--- src/rtl/led_bank_arbiter.sv ---
`default_nettype none
// ============================================================================
//  Module      : led_bank_arbiter
//  Description : Round-robin sharing of the LED bank between NREQ status
//                sources, with a minimum hold time counted in prescaler ticks.
//  Revision    : 1.0  initial release
// ============================================================================
module led_bank_arbiter #(
    parameter int NREQ       = 4,
    parameter int LED_W      = 6,
    parameter int PRESCALE_W = 23,
    parameter int HOLD_TICKS = 4
) (
    input  logic                    clk50,
    input  logic                    rst,
    input  logic [NREQ-1:0]         req,
    input  logic [NREQ*LED_W-1:0]   pattern,
    output logic [NREQ-1:0]         grant,
    output logic [LED_W-1:0]        leds,
    output logic                    blink,
    output logic                    busy
);

    localparam int                  c_OWNER_W  = (NREQ > 1) ? $clog2(NREQ) : 1;
    localparam int                  c_HOLD_W   = $clog2(HOLD_TICKS + 1);
    localparam logic [c_HOLD_W-1:0] c_HOLD_MAX = c_HOLD_W'(HOLD_TICKS);
    localparam logic [c_OWNER_W-1:0] c_LAST_RST = c_OWNER_W'(NREQ - 1);

    typedef enum logic [1:0] {
        S_IDLE   = 2'd0,
        S_OWN    = 2'd1,
        S_SWITCH = 2'd2
    } state_t;

    state_t                  r_state;
    logic [PRESCALE_W-1:0]   r_prescaler;
    logic [c_HOLD_W-1:0]     r_hold_cnt;
    logic [c_OWNER_W-1:0]    r_last_owner;
    logic [NREQ-1:0]         r_grant;
    logic [LED_W-1:0]        r_leds;
    logic                    r_blink;

    state_t                  w_state_nxt;
    logic [c_HOLD_W-1:0]     w_hold_nxt;
    logic [c_HOLD_W-1:0]     w_hold_inc;
    logic [c_OWNER_W-1:0]    w_last_nxt;
    logic [NREQ-1:0]         w_grant_nxt;
    logic [LED_W-1:0]        w_leds_nxt;
    logic                    w_blink_nxt;

    logic                    w_tick;
    logic                    w_any_req;
    logic [c_OWNER_W-1:0]    w_sel;
    logic [NREQ-1:0]         w_sel_onehot;
    logic [NREQ-1:0]         w_owner_mask;
    logic                    w_owner_req;
    logic                    w_other_req;
    logic [LED_W-1:0]        w_owner_pat;
    logic                    w_leave;

    assign w_tick       = &r_prescaler;
    assign w_any_req    = |req;
    assign w_sel_onehot = NREQ'(1) << w_sel;
    assign w_owner_mask = NREQ'(1) << r_last_owner;
    assign w_owner_req  = |(req & w_owner_mask);
    assign w_other_req  = |(req & ~w_owner_mask);
    assign w_owner_pat  = pattern[int'(r_last_owner) * LED_W +: LED_W];
    assign w_hold_inc   = (r_hold_cnt == c_HOLD_MAX) ? r_hold_cnt
                                                     : r_hold_cnt + c_HOLD_W'(1);
    // An owner leaves when it lets go, or when its hold is served and someone waits.
    assign w_leave      = !w_owner_req || ((r_hold_cnt == c_HOLD_MAX) && w_other_req);

    // Scan downward so the nearest requester after the last owner wins.
    always_comb begin
        w_sel = r_last_owner;
        for (int k = NREQ; k >= 1; k--) begin
            if (req[(int'(r_last_owner) + k) % NREQ]) begin
                w_sel = c_OWNER_W'((int'(r_last_owner) + k) % NREQ);
            end
        end
    end

    always_comb begin
        w_state_nxt = r_state;
        w_grant_nxt = r_grant;
        w_leds_nxt  = r_leds;
        w_blink_nxt = r_blink;
        w_hold_nxt  = r_hold_cnt;
        w_last_nxt  = r_last_owner;
        case (r_state)
            S_IDLE: begin
                w_grant_nxt = '0;
                w_leds_nxt  = '0;
                w_blink_nxt = 1'b0;
                if (w_any_req) begin
                    w_state_nxt = S_OWN;
                    w_grant_nxt = w_sel_onehot;
                    w_last_nxt  = w_sel;
                    w_hold_nxt  = '0;
                end
            end
            S_OWN: begin
                w_leds_nxt = w_owner_pat;
                if (w_tick) begin
                    w_blink_nxt = ~r_blink;
                    w_hold_nxt  = w_hold_inc;
                end
                if (w_leave) begin
                    w_state_nxt = S_SWITCH;
                    w_grant_nxt = '0;
                end
            end
            S_SWITCH: begin
                w_grant_nxt = '0;
                if (w_any_req) begin
                    w_state_nxt = S_OWN;
                    w_grant_nxt = w_sel_onehot;
                    w_last_nxt  = w_sel;
                    w_hold_nxt  = '0;
                end else begin
                    w_state_nxt = S_IDLE;
                    w_leds_nxt  = '0;
                    w_blink_nxt = 1'b0;
                end
            end
            default: begin
                w_state_nxt = S_IDLE;
                w_grant_nxt = '0;
                w_leds_nxt  = '0;
                w_blink_nxt = 1'b0;
            end
        endcase
    end

    always_ff @(posedge clk50) begin
        if (rst) begin
            r_state      <= S_IDLE;
            r_prescaler  <= '0;
            r_hold_cnt   <= '0;
            r_last_owner <= c_LAST_RST;
            r_grant      <= '0;
            r_leds       <= '0;
            r_blink      <= 1'b0;
        end else begin
            r_state      <= w_state_nxt;
            r_prescaler  <= r_prescaler + PRESCALE_W'(1);
            r_hold_cnt   <= w_hold_nxt;
            r_last_owner <= w_last_nxt;
            r_grant      <= w_grant_nxt;
            r_leds       <= w_leds_nxt;
            r_blink      <= w_blink_nxt;
        end
    end

    assign grant = r_grant;
    assign leds  = r_leds;
    assign blink = r_blink;
    assign busy  = (r_state != S_IDLE);

endmodule
`default_nettype wire

--- config.mk ---
export PLATFORM = sky130hd
export DESIGN_NAME = led_bank_arbiter
export DESIGN_NICKNAME = d
export VERILOG_FILES = /design/src/rtl/led_bank_arbiter.sv
export SDC_FILE = /design/constraint.sdc
export NUM_CORES = 1
export LEC_CHECK = 0
export ABC_AREA = 1
export CORE_MARGIN = 2
export CORE_UTILIZATION = 56
export CTS_CLUSTER_DIAMETER = 40
export DETAILED_ROUTE_END_ITERATION = 12
export PLACE_DENSITY = 0.94
export REMOVE_ABC_BUFFERS = 1
export SYNTH_ARGS = -nofsm -noshare
export SYNTH_HDL_FRONTEND = slang
export SYNTH_SLANG_ARGS = --single-unit
--- constraint.sdc ---
create_clock -name clk50 -period 3.4 [get_ports clk50]
set_clock_uncertainty 0.15 [all_clocks]
set_input_delay 0.51 -clock clk50 [delete_from_list [all_inputs] [get_ports clk50]]
set_output_delay 0.51 -clock clk50 [all_outputs]
set_load 0.05 [all_outputs]
==> flow_summary.ini <==
[outcome]
status = finished clean

[floorplanning]
io_pins = 42
chipHeight_um = 67.1
dieArea_um2 = 4500
start_util = 0.596
die_x_um = 67.1
row_count = 22
coreArea_um2 = 3740

[power]
sw_frac_of_total = 0.373
p_clk_frac = 0.284
combPwrFrac = 0.368
p_per_area_nw_per_um2 = 594
power.net_switching_w = 0.000623
ir_drop_uv = 532
p_seq_frac = 0.348
internal_power_w = 0.00105
power.leakage_nw = 1.12

[finish]
num-nets-final = 401
syn_to_final_growth_pct = 26.3
final_util = 0.752
num_antenna_cells = 0
drive_above_1_share = 0.0849
fin_area_um2 = 2820

[drt]
vias = 2271
dr.pass1.iters = 4
wl_per_cell_um = 12.0
viasPerCell = 5.50
drt_iter0_drc = 149
final_antenna_net_count = 0
drt-total-wl_mm = 4.94
drc = 0

[timing]
min_period_ns = 2.49
grt_setup_unrepaired = false
tightest_slew_ns = 0.636
fmax_mhz = 402
slew_headroom = 0.575
finalSetupViolCount = 0
setup_tns_ns = 0
worst_slack_ns = 0.911
final_hold_viol_count = 0
slew_viol_final = 0
finalCritPeriodShare = 0.732

[yosys]
synth_top_cell_by_area = dfxtp_1
ys_types = 34
synth_top_family_by_area = simple AND/OR/NAND/NOR gates
synthAdderAreaFrac = 0.0393
synthMuxAreaShare = 0
yosys.area_share.simple = 0.333
syn_area_um2 = 2230
synthTopCellsByArea = dfxtp_1 (37%), nand2_1 (9.9%), nor2_1 (8.1%), inv_1 (6.1%), a21oi_1 (4.9%)
synth_xor_area_frac = 0.00786
yosysWarnings = 0
synth_compound_area_frac = 0.171
yosysSeqAreaShare = 0.368
synth_top_area_frac = 0.368
postSynthCellCount = 322
synth_area_per_cell_um2 = 6.92
synth_seq_cells = 41

[critical_path]
r2r_start = r_last_owner[0]$_SDFFE_PP1P_
critPathCaptureType = flip-flop
worst-endpoint-arrival_ns = 2.52
crit_start = r_last_owner[0]$_SDFFE_PP1P_
required_ns = 3.43
worstPathMaxFanout = 20
critical_path_class = reg2reg
startpoint_type = flip-flop

[clock_tree]
cts.sinks = 41
ctsHoldBuffers = 0
clk_path_buf_depth = 2
cts-root-buf = clkbuf_8
cts.repair.resized = 0
cts_buffers = 5
cts.htree.levels = 2
post_cts_buffers = 0
clk_pin_slew_worst_paths_ns = 0.08
cts_tree = done
clk_latency_ns = 0.30

[global_route]
grt_usage = 0.238
overflow = 0
grt_pass1_wl_mm = 8.36
antenna_found_initial = 0
first_global_vias = 2096
grt_start_max_net_pins = 31

[placement]
placed_area_um2 = 2680
portBuffers = 41
hpwl_mm = 3.75
place_ws_ns = 0.988
gp_congestion = 0.953

[min_path]
worstHoldPathType = reg2reg
hold_start = r_prescaler[0]$_SDFF_PP0_

[run]
cap_viol_max_count = 0
-- synthesized netlist by cell type, drive strengths merged --
library cell  count
nand4             6
nand3            23
o21a              4
buf               3
a22oi             5
a41oi             1
inv              40
xor2              2
o22ai             8
nor3              6
o21ai            23
nand2            63
nor2             56
clkbuf            4
a211oi            2
a21oi            22
dfxtp            41
a21boi            1
a31oi             1
ha                7
and3              1
or2               2
nor3b             1
-- path summary, 6_finish.rpt --
check                                 endpoint  slack [ns]  depth (start not counted)
hold reg to reg      r_prescaler[0]$_SDFF_PP0_        0.30                          1
setup / recovery  r_last_owner[0]$_SDFFE_PP1P_        0.91                         11
hold / removal       r_prescaler[0]$_SDFF_PP0_        0.30                          1
setup reg to reg  r_last_owner[0]$_SDFFE_PP1P_        0.91                         11
-- per-layer routing --
metal | wire length, um | track usage
met1 | 2140 | 0.267
met3 | 242 | 0.0456
met5 | 0 | 0
met4 | 71 | 0.0893
met2 | 2490 | 0.442
-- final cells by class --
class	count	area, um2
Timing Repair Buffer	42	418
Clock buffer	5	68.8
Inverter	40	150
Multi-Input combinational cell	234	1230
Clock inverter	3	68.8
Tap cell	48	60.1
Fill cell	306	928
Sequential cell	41	821
-- cells in the final DEF, fill, tap and decap left out, drive strengths merged --
cell type | synthesis | routed
a21oi | 22 | 22
nor3 | 6 | 6
nor3b | 1 | 1
clkbuf | 4 | 5
inv | 40 | 41
a22oi | 5 | 5
and3 | 1 | 1
o21ai | 23 | 23
nor2 | 56 | 56
a31oi | 1 | 1
a211oi | 2 | 2
or2 | 2 | 2
buf | 3 | 1
nand2 | 63 | 63
clkdlybuf4s50 | 0 | 41
nand3 | 23 | 23
nand4 | 6 | 6
xor2 | 2 | 2
o21a | 4 | 4
dfxtp | 41 | 41
o22ai | 8 | 8
a41oi | 1 | 1
a21boi | 1 | 1
ha | 7 | 7
bufinv | 0 | 2
-- sequential cells by signal, indices dropped and copies added (netlist names) --
register and count:
blink 1, grant 4, leds 6, r_hold_cnt 3, r_last_owner 2, r_prescaler 23, r_state 2
-- worst max-delay path, cell delays in order (launching register included) --
cell and delay [ns]:
dfxtp_1 0.73, inv_2 0.29, ha_1 0.40, inv_1 0.06
nand3_1 0.12, nand2_1 0.07, inv_1 0.07, nand2_1 0.06
nand2_1 0.09, nand2_1 0.10, a21oi_1 0.14, o21ai_0 0.09
-- stage by stage --
stage	cells	hold WS, ns	total power, W
2_1_floorplan	315	0.266	0.00102
3_3_place_gp	405	0.280	0.00118
3_5_place_dp	405	0.291	0.00120
4_1_cts	413	0.311	0.00167
5_1_grt	413	0.341	0.00177
6_report	413	0.302	0.00167
-- power groups by stage --
| stage | combinational [W] | sequential [W] | clock, W |
|---|---|---|---|
| 4_1_cts | 0.000614 | 0.000581 | 0.000480 |
| 2_1_floorplan | 0.000343 | 0.000677 | 0 |
| 3_3_place_gp | 0.000590 | 0.000590 | 0 |
| 5_1_grt | 0.000686 | 0.000588 | 0.000497 |
| 6_report | 0.000617 | 0.000582 | 0.000475 |
| 3_5_place_dp | 0.000611 | 0.000591 | 0 |
-- cell families (layout without fill, tap and decap cells) --
group	Yosys count	count (layout)
buf+inv	47	90
compound gates	67	67
xor+xnor	2	2
fa+ha+maj	7	7
flops	41	41
simple gates	158	158
Note: power is estimated with default switching activity, not from simulation.
